$ cat config.mk
export PLATFORM = sky130hd
export DESIGN_NAME = disp_scan_ctrl
export DESIGN_NICKNAME = d
export VERILOG_FILES = /design/src/rtl/disp_scan_ctrl.sv
export SDC_FILE = /design/constraint.sdc
export NUM_CORES = 1
export LEC_CHECK = 0
export CAP_MARGIN = 0
export CORE_ASPECT_RATIO = 0.7
export CORE_MARGIN = 3
export CORE_UTILIZATION = 55
export CTS_BUF_LIST = sky130_fd_sc_hd__clkbuf_4
export CTS_CLUSTER_DIAMETER = 50
export CTS_CLUSTER_SIZE = 25
export DETAILED_ROUTE_END_ITERATION = 10
export DONT_BUFFER_PORTS = 1
export PLACE_DENSITY_LB_ADDON = 0.12
export SLEW_MARGIN = 5
export SYNTH_ARGS = -nofsm -noshare
export SYNTH_HDL_FRONTEND = slang
export SYNTH_SLANG_ARGS = --single-unit
$ cat constraint.sdc
create_clock -name CLK -period 5.04 [get_ports CLK]
set_clock_uncertainty 0.2 [all_clocks]
set_input_delay 1.008 -clock CLK [delete_from_list [all_inputs] [get_ports CLK]]
set_output_delay 1.008 -clock CLK [all_outputs]
set_load 0.02 [all_outputs]
$ cat src/rtl/disp_scan_ctrl.sv
// disp_scan_ctrl
//   Time-multiplexed scan controller for a six-digit, seven-segment display.
//   Each frame latches the six BCD digits and the blink mask in a one-cycle
//   LOAD state. It then drives the digits 0..5 one at a time. Each digit is
//   shown for DWELL cycles, and BLANK guard cycles follow it with all anodes off.
//   A frame-rate blink and a timed error pattern (dashes) are layered on top.
//
// Parameters
//   DWELL        cycles each digit is driven              (1..255)
//   BLANK        all-off guard cycles after each digit    (1..255)
//   BLINK_FRAMES frames per blink half-period             (1..255)
//   ERR_FRAMES   frames the dash pattern is held          (1..255)
//
// Ports
//   CLK          clock, rising edge
//   rst_n        synchronous active-low reset
//   en_disp      display enable (level)
//   err_disp     error request, single-cycle pulse
//   sec_l..hour_m BCD digits 0..5
//   blink_mask   bit i enables blinking of digit i
//   an           one-hot active-high digit select (registered)
//   seg          active-high segments {g,f,e,d,c,b,a} (registered)
//   frame_start  one-cycle pulse during each LOAD cycle (registered)
module disp_scan_ctrl #(
  parameter int unsigned DWELL        = 4,
  parameter int unsigned BLANK        = 1,
  parameter int unsigned BLINK_FRAMES = 50,
  parameter int unsigned ERR_FRAMES   = 100
) (
  input  logic       CLK,
  input  logic       rst_n,
  input  logic       en_disp,
  input  logic       err_disp,
  input  logic [3:0] sec_l,
  input  logic [3:0] sec_m,
  input  logic [3:0] min_l,
  input  logic [3:0] min_m,
  input  logic [3:0] hour_l,
  input  logic [3:0] hour_m,
  input  logic [5:0] blink_mask,
  output logic [5:0] an,
  output logic [6:0] seg,
  output logic       frame_start
);

  localparam logic [7:0] DWELL_M1 = 8'(DWELL - 1);
  localparam logic [7:0] BLANK_M1 = 8'(BLANK - 1);
  localparam logic [7:0] BLINK_M1 = 8'(BLINK_FRAMES - 1);
  localparam logic [7:0] ERR_LOAD = 8'(ERR_FRAMES);
  localparam logic [2:0] LAST_IDX = 3'd5;
  localparam logic [6:0] SEG_DASH = 7'h40;

  typedef enum logic [1:0] {IDLE, LOAD, SCAN, GUARD} state_t;

  state_t          state_q, state_d;
  logic [2:0]      idx_q, idx_d;
  logic [7:0]      slot_cnt_q, slot_cnt_d;
  logic [7:0]      frame_cnt_q, frame_cnt_d;
  logic            blink_phase_q, blink_phase_d;
  logic [7:0]      err_cnt_q, err_cnt_d;
  logic [5:0][3:0] snap_q, snap_d;
  logic [5:0]      mask_q, mask_d;
  // Per-frame copies of the blink phase and error status, taken at LOAD, so
  // that the whole frame is shown consistently even though the live counters
  // are updated on the edge that leaves LOAD.
  logic            blink_frame_q, blink_frame_d;
  logic            err_frame_q, err_frame_d;
  logic [5:0]      an_q, an_d;
  logic [6:0]      seg_q, seg_d;
  logic            fs_q, fs_d;

  function automatic logic [6:0] bcd_to_seg(input logic [3:0] d);
    case (d)
      4'd0:    return 7'h3F;
      4'd1:    return 7'h06;
      4'd2:    return 7'h5B;
      4'd3:    return 7'h4F;
      4'd4:    return 7'h66;
      4'd5:    return 7'h6D;
      4'd6:    return 7'h7D;
      4'd7:    return 7'h07;
      4'd8:    return 7'h7F;
      4'd9:    return 7'h6F;
      default: return 7'h00;
    endcase
  endfunction

  // Next-state and counter logic
  always_comb begin
    state_d       = state_q;
    idx_d         = idx_q;
    slot_cnt_d    = slot_cnt_q;
    frame_cnt_d   = frame_cnt_q;
    blink_phase_d = blink_phase_q;
    err_cnt_d     = err_cnt_q;
    snap_d        = snap_q;
    mask_d        = mask_q;
    blink_frame_d = blink_frame_q;
    err_frame_d   = err_frame_q;

    case (state_q)
      IDLE: begin
        idx_d      = '0;
        slot_cnt_d = '0;
        if (en_disp) state_d = LOAD;
      end
      LOAD: begin
        snap_d        = {hour_m, hour_l, min_m, min_l, sec_m, sec_l};
        mask_d        = blink_mask;
        idx_d         = '0;
        slot_cnt_d    = '0;
        blink_frame_d = blink_phase_q;
        err_frame_d   = (err_cnt_q != '0);
        if (frame_cnt_q == BLINK_M1) begin
          frame_cnt_d   = '0;
          blink_phase_d = ~blink_phase_q;
        end else begin
          frame_cnt_d = frame_cnt_q + 8'd1;
        end
        if (err_cnt_q != '0) err_cnt_d = err_cnt_q - 8'd1;
        state_d = SCAN;
      end
      SCAN: begin
        if (slot_cnt_q == DWELL_M1) begin
          slot_cnt_d = '0;
          state_d    = GUARD;
        end else begin
          slot_cnt_d = slot_cnt_q + 8'd1;
        end
      end
      GUARD: begin
        if (slot_cnt_q == BLANK_M1) begin
          slot_cnt_d = '0;
          if (idx_q < LAST_IDX) begin
            idx_d   = idx_q + 3'd1;
            state_d = SCAN;
          end else begin
            state_d = LOAD;
          end
        end else begin
          slot_cnt_d = slot_cnt_q + 8'd1;
        end
      end
      default: state_d = IDLE;
    endcase

    if (!en_disp) state_d = IDLE;
    // A fresh error request wins over the LOAD decrement in the same cycle.
    if (err_disp) err_cnt_d = ERR_LOAD;
  end

  // Output values are derived from the *next* state so that the registered
  // outputs change on the same edge on which the FSM enters that state.
  always_comb begin
    an_d  = '0;
    seg_d = '0;
    fs_d  = (state_d == LOAD);
    if (state_d == SCAN) begin
      if (err_frame_d) begin
        an_d  = 6'(1) << idx_d;
        seg_d = SEG_DASH;
      end else if (!(blink_frame_d && mask_d[idx_d])) begin
        an_d  = 6'(1) << idx_d;
        seg_d = bcd_to_seg(snap_d[idx_d]);
      end
    end
  end

  always_ff @(posedge CLK) begin
    if (!rst_n) begin
      state_q       <= IDLE;
      idx_q         <= '0;
      slot_cnt_q    <= '0;
      frame_cnt_q   <= '0;
      blink_phase_q <= 1'b0;
      err_cnt_q     <= '0;
      snap_q        <= '0;
      mask_q        <= '0;
      blink_frame_q <= 1'b0;
      err_frame_q   <= 1'b0;
      an_q          <= '0;
      seg_q         <= '0;
      fs_q          <= 1'b0;
    end else begin
      state_q       <= state_d;
      idx_q         <= idx_d;
      slot_cnt_q    <= slot_cnt_d;
      frame_cnt_q   <= frame_cnt_d;
      blink_phase_q <= blink_phase_d;
      err_cnt_q     <= err_cnt_d;
      snap_q        <= snap_d;
      mask_q        <= mask_d;
      blink_frame_q <= blink_frame_d;
      err_frame_q   <= err_frame_d;
      an_q          <= an_d;
      seg_q         <= seg_d;
      fs_q          <= fs_d;
    end
  end

  assign an          = an_q;
  assign seg         = seg_q;
  assign frame_start = fs_q;

  an_onehot0: assert property (@(posedge CLK) $onehot0(an_q));

endmodule

Word-level counts from Yosys, hierarchy flattened
Memory sizes are Yosys's and may differ from the RTL's.
Index checks and enable logic that the tools add are counted.

storage, ports and cells
  bits in registers = 76
  memory bits (read-only) = 112
  input bits = 34
  output and inout port bits = 14
  word-level logic and storage cells = 78
  memories kept = 1

cells by class
  add/subtract/negate cells = 4
  order comparisons = 2
  eq/ne operators = 7
  shifts and indexed selects = 1
  mux-type cells = 27
  bitwise gates (word level) = 3
  reductions and logical operators = 13

memory list
  name              depth  bits a word  read ports  clocked after Yosys merged registers in  write ports  RTL line  source
  (name not given)  16     7            1           0                                        0            73        case (d)

operators with widths
  operator             count
  $mux 7               5
  $mux 24              1
  $mux 8               3
  $pmux 8 s3           1
  $mux 6               3
  $add 8x1->8 const B  2
  $bmux 4 s3           1
  $eq 8x2->1 const B   1
  $eq 8x6->1 const B   1
  $logic_not 8->1      1
  $mux 2               4
  $pmux 2 s4           1
  $reduce_and 2->1     4
  $reduce_bool 8->1    1
  $sub 8x1->8 const B  1
  $eq 2x2->1 const B   3
  $mux 3               2
  $pmux 3 s2           1
  $shl 1x3->6 const A  1
  $eq 2x1->1 const B   2
  $lt 3x4->1 const B   1
  $mux 4               1
  $reduce_bool 2->1    2
  $reduce_or 2->1      2
  8 further kinds      12

Logic depth before layout (Yosys ltp)
Gate-level depths: netlist (run 1).

  depth in word-level cells = 9
  mapped depth = 14
  gate-level depth less buffers = 13

Worst setup path before layout (run 1)
No wires, ideal clock.

  path kind = reg-to-reg
  start = register slot_cnt_q[0]
  end = register seg_q[3], in the netlist seg[3]
  setup time = 126 ps
  arrival = 2,664 ps
  required time = 4,714 ps
  setup slack = 2,050 ps
  cell stages (with the launch flop) = 14
  path buffers = 1
  period minus slack after synthesis = 2,990 ps
  cell sequence = dfxtp_1 inv_1 ha_1 and4bb_4 a31o_4 a21boi_2 buf_6 mux2i_1 o22ai_1 nor2_1 inv_1 ha_1 nor3b_1 nor3_1

between the ends
  cells in the longest elaborated chain, start to end = 7
  elaborated cells on any way between the ends = 17
  classes of those cells = eq/ne (2); mux (10); bitwise (1); reduce/logical (3); memory (1)

RTL lines
  what                                                                  RTL line  source
  start, declared                                                       57        logic [7:0] slot_cnt_q, slot_cnt_d;
  start signal, assigned                                                187       slot_cnt_q <= slot_cnt_d;
  parallel branches: the longest is 7 deep, another holds $mem_v2 16x7  n/a
  end signal, assigned                                                  196       seg_q <= seg_d;
  end, declared                                                         69        logic [6:0] seg_q, seg_d;

Several ways; the timed one is not identified. The select of a mux whose other input is x is not followed.
A chain may end at the register's enable or synchronous reset.

Worst setup path after layout (run 1)
  start = register slot_cnt_q[5]
  end = register seg_q[3], in the netlist seg[3]

Same word-level chain as after synthesis.

==> results.ini, run 1 <==
[route]
drtPass1Iterations = 4
viasPerCell = 5.478
initialDrtViolationCount = 147
routedWlPerCell_um = 14.95
drc = 0
wirelength_mm = 7.446
via_count = 2728
ant_nets = 0

[synth]
syn_area_mm2 = 0.003667
ys_ff_latch = 76
synth-edff-count = 0
synth_cell_types = 62
synth_top_area_share_pct = 41.49
syn-num-nets = 455
synthCells = 408
yosysWarnings = 0
seq_area_frac_synth_pct = 41.49
synthArstFlopShare_pct = 0
synthFlopType = dfxtp_1
synthTopCellsByArea = dfxtp_1 (41%), nand2_1 (6.2%), a21boi_0 (5.1%), ha_1 (4.4%), nor2_1 (4.1%)
synth.avg_cell_area_um2 = 8.988
synth_largest_area_cell = dfxtp_1

[hold_path]
min_from = snap_q[7]
hold_depth = 2
hold_end = snap_q[7]
hp-class = flop to flop

[critical_path]
reg2reg_slack_ps = 1350
required_ps = 5140
r2r_end = seg[3]
cp-end-kind = flop
cp-start-kind = flop
crit_arrival_ps = 3790
criticalPathCategory = flop to flop
reg2reg_from = slot_cnt_q[5]
r2r_cells = 10
critPathMaxFanout = 12

[layout]
fin_cells = 498
drive_above_1_share_pct = 8.108
final_area_mm2 = 0.003841
nets = 449
area_growth_syn_to_layout_pct = 4.742
antennaDiodeCount = 0
final_cell_mix = dfxtp_1 (76), nand2_1 (61), nor2_1 (40), a21boi_0 (25), nand3_1 (19)
final_common_cell = dfxtp_1

[sta]
min_period_ps = 3694
rsz0062_at_grt = false
setup_violations = 0
final.setup.tns_ps = 0
period_share_pct = 73.29
finalMaxSlewViolations = 0
tightestPinTransition_ps = 708.2
hold_viol = 0
slew-limit-headroom_pct = 52.57
max_freq_mhz = 270.7

[clock_network]
cts_made_buffers = 9
clk_latency_ps = 420
cts_num_sinks = 76
post_cts_buffers = 0
post_cts_resized = 0
cts_tree = built
clkTransAtPathRegs_ps = 120
cts-root-buf = clkbuf_4
cts.htree.levels = 3
cts_hold_buf = 0
clockBufferDepth = 2

[floorplan]
dieWidth_um = 103.6
die-area_mm2 = 0.007699
row_count = 24
core_area_mm2 = 0.006336
chipHeight_um = 74.32
io_pins = 48
start_util_pct = 57.88

[power]
total_power_mw = 1.102
seqPwrFrac_pct = 57.9
pwr-share-clk_pct = 32.6
p_int_mw = 0.8147
switchingPower_mw = 0.2869
p_comb_share_pct = 9.5
power_leakage_nw = 1.390
p_per_area_mw_per_mm2 = 286.8
ir_worst_vdd_mv = 0.2086
swShare_pct = 26.05

[placed_design]
dp.cells = 482
io_buffers = 0
gp_congestion = 0.8307
hpwlAfterDp_mm = 5.396
place_area_mm2 = 0.003707

[grt]
grt_pass1_vias = 2498
grt_max_degree = 45
antenna_found_initial = 0
gr-total-overflow = 0
grt_pass1_wl_mm = 12.54
grt_usage_pct = 20.50

[flow_run]
drv_cap = 0

[outcome]
outcome = finished clean

[routing by layer]
layer  share of wire (%)  GRT usage [%]
met1                  52          29.44
met2                  40          29.49
met3                 6.6          5.984
met4                 1.1          7.375
met5                   0              0
[power groups by stage]
stage | clock (mW) | sequential [mW] | combinational (mW)
after global routing | 0.396 | 0.640 | 0.119
final | 0.359 | 0.637 | 0.105
after floorplan | 0 | 0.645 | 0.0917
after global placement | 0 | 0.650 | 0.102
after CTS | 0.373 | 0.637 | 0.105
after detailed placement | 0 | 0.651 | 0.104
[layout make-up]
type                    count  area (um^2)
multi-input cells         302         2016
clock inverters             7        66.31
flip-flops and latches     76         1521
inverters                  11        41.29
repair buffers              2        15.01
clock buffers               9        67.56
fillers                   588         2495
well taps                  91        113.9
[worst max path at each step]
stage	slack, ps	from	cells after the start	end
5_1_grt	1090	slot_cnt_q[5]	10	seg[3]
4_1_cts	1370	slot_cnt_q[5]	10	seg[3]
3_5_place_dp	1400	slot_cnt_q[5]	10	seg[3]
3_3_place_gp	1560	slot_cnt_q[5]	10	seg[3]
6_report	1350	slot_cnt_q[5]	10	seg[3]
2_1_floorplan	2050	slot_cnt_q[0]	13	seg[3]
[sequential cells by signal, summed over array words and instances, names as in the netlist]
name,cells
slot_cnt_q,8
idx_q,3
mask_q,6
snap_q,24
blink_phase_q,1
blink_frame_q,1
seg,7
state_q,2
frame_start,1
an,6
err_frame_q,1
frame_cnt_q,8
err_cnt_q,8
[stage by stage]
stage	util, %	hold slack (ps)	setup slack, ps
4_1_cts	60.62	273.0	1369
5_1_grt	60.62	296.3	1086
3_3_place_gp	58.51	250.7	1563
6_report	60.62	269.6	1346
2_1_floorplan	-	239.6	2050
3_5_place_dp	58.51	255.6	1396
[worst max-delay path, stage by stage (launching register included)]
cell      delay (ps)
dfxtp_1          380
nor4_4           650
a31o_4           290
a21boi_2         570
mux2i_1          280
o22ai_1          140
nor2_1           330
inv_1            150
ha_1             310
nor3b_1          200
nor3_1            70
[cells in the mapped netlist (2+ instances only)]
library cell and n:
o21a_1 5, nor3b_1 2, clkbuf_1 9, buf_2 5, a211oi_1 4, nor4_1 3, inv_1 11, mux2_1 2
nor3_1 6, and3_1 6, mux2i_1 14, nand4_1 2, ha_1 13, mux2_2 2, o21ai_0 4, buf_1 2
xnor2_1 11, nand3_1 19, buf_6 2, nand2_1 61, nor2_1 40, o211ai_1 2, and2_1 9, a21oi_1 9
a21boi_0 25, nand2b_1 3, a31oi_1 8, xor2_1 10, dfxtp_1 76, nor2b_1 11
[kinds of logic (layout without fill, tap and decap cells)]
logic type,count (synthesis),in the layout,share of synthesized area [%]
AO/OA/AOI/OAI,77,77,16.65
XOR/XNOR,21,21,5.015
adder cells (fa/ha/maj),13,13,4.435
buffers and inverters,30,29,3.753
flip-flops,76,76,41.49
multiplexers,18,18,5.049
AND/OR/NAND/NOR,173,173,23.61
No activity file was read; power rests on OpenSTA's default activity.
==> inputs of run 2 (changes only) <==
==> constraint.sdc (replaced) <==
create_clock -name CLK -period 3.81 [get_ports CLK]
set_clock_uncertainty 0.2 [all_clocks]
set_input_delay 0.762 -clock CLK [delete_from_list [all_inputs] [get_ports CLK]]
set_output_delay 0.762 -clock CLK [all_outputs]
set_load 0.02 [all_outputs]
==> run 2 against run 1 <==
Register-to-register slack worse by 970 ps; clock power up 13%; combinational power up 37%; setup slack worse by 970 ps; worst hold slack worse by 14 ps; critical path type unchanged; critical endpoint unchanged.
==> results.ini, run 2 (same netlist as run 1, synthesis figures left out) <==
[clock_network]
cts_made_buffers = 9
clkTransAtPathRegs_ps = 130
cts_num_sinks = 76
clockBufferDepth = 2
cts-root-buf = clkbuf_4
cts_tree = built
cts_hold_buf = 0
post_cts_resized = 0
post_cts_buffers = 0
cts.htree.levels = 3
clk_latency_ps = 420

[floorplan]
row_count = 24
io_pins = 48
dieWidth_um = 103.6
chipHeight_um = 74.32
start_util_pct = 57.88
die-area_mm2 = 0.007699
core_area_mm2 = 0.006336

[route]
wirelength_mm = 7.478
drtPass1Iterations = 4
initialDrtViolationCount = 229
viasPerCell = 5.487
ant_nets = 0
drc = 0
routedWlPerCell_um = 14.93
via_count = 2749

[sta]
min_period_ps = 3437
setup_violations = 0
slew-limit-headroom_pct = 51.69
final.setup.tns_ps = 0
finalMaxSlewViolations = 0
whs_ps = 255.1
rsz0062_at_grt = false
period_share_pct = 90.21
max_freq_mhz = 290.9
hold_viol = 0
tightestPinTransition_ps = 724.6

[power]
p_per_area_mw_per_mm2 = 360.9
power_leakage_nw = 1.404
ir_worst_vdd_mv = 0.1978

[flow_run]
drv_cap = 0

[layout]
final_core_util_pct = 60.84
area_growth_syn_to_layout_pct = 5.118
antennaDiodeCount = 0
fin_cells = 501
nFillCells = 576
final_common_cell = dfxtp_1
drive_above_1_share_pct = 9.024
regMostFlops = snap_q
largest_reg_flops = 24
final_cell_mix = dfxtp_1 (76), nand2_1 (61), nor2_1 (40), a21boi_0 (25), nand3_1 (19)
nets = 453

[critical_path]
cp-end-kind = flop
critPathMaxFanout = 6
crit_arrival_ps = 3540
cp-start-kind = flop
required_ps = 3910
criticalPathCategory = flop to flop

[outcome]
outcome = finished clean

[placed_design]
dp.cells = 486
gp_congestion = 0.8485
io_buffers = 0
hpwlAfterDp_mm = 5.456

[grt]
antenna_found_initial = 0
grt_pass1_vias = 2456
grt_pass1_wl_mm = 12.52
grtUsageMet1_pct = 30.80
grt_busiest_layer = met1
grt_max_degree = 45
grt_util_met3_pct = 5.637
grt_usage_pct = 20.55
gr-total-overflow = 0
grtUsageMet2_pct = 27.83

[hold_path]
hp-class = primary input to flop

[run 2: area by class of cell]
cell class	count	area, um^2	share of cell area (%)
multi-input cells	302	2016	52.29
flip-flops and latches	76	1521	39.47
well taps	91	113.9	2.954
clock buffers	10	75.07	1.947
repair buffers	6	57.56	1.493
inverters	11	41.29	1.071
clock inverters	5	30.03	0.7790
[run 2: final timing paths]
| check | startpoint | to | slack (ps) | depth (start not counted) |
|---|---|---|---|---|
| worst min-delay path | err_disp | err_cnt_q[2] | 260 | 1 |
| worst min register to register | snap_q[7] | snap_q[7] | 270 | 2 |
| worst max-delay path | slot_cnt_q[0] | seg[3] | 370 | 12 |
| worst max register to register | slot_cnt_q[0] | seg[3] | 370 | 12 |
[run 2: report_power, final]
group | internal, mW | switching, mW
sequential | 0.820 | 0.0231
clock | 0.135 | 0.269
combinational | 0.0639 | 0.0798
total | 1.02 | 0.372
[run 2: layer usage]
metal  vias up  wire length (um)
met1      1272              3964
met3        11               460
met2        61              2968
met4         0                85
met5         -                 0
li1       1405                 -
[run 2: per-stage QoR]
step / setup slack (ps) / cell area, um^2 / power, mW
2_1_floorplan: 820.4 / 3667 / 0.9746
3_3_place_gp: 552.4 / 3750 / 1.002
3_5_place_dp: 414.6 / 3750 / 1.003
4_1_cts: 399.3 / 3855 / 1.409
5_1_grt: 112.9 / 3855 / 1.470
6_report: 372.8 / 3855 / 1.391
[run 2: critical path: stages (launching register included)]
cell	delay (ps)
dfxtp_1	430
inv_1	60
ha_1	280
and4bb_2	260
and2_1	200
a21boi_2	370
mux2i_1	280
o22ai_1	160
nor2_1	320
inv_1	150
ha_1	320
nor3b_1	230
nor3_1	70
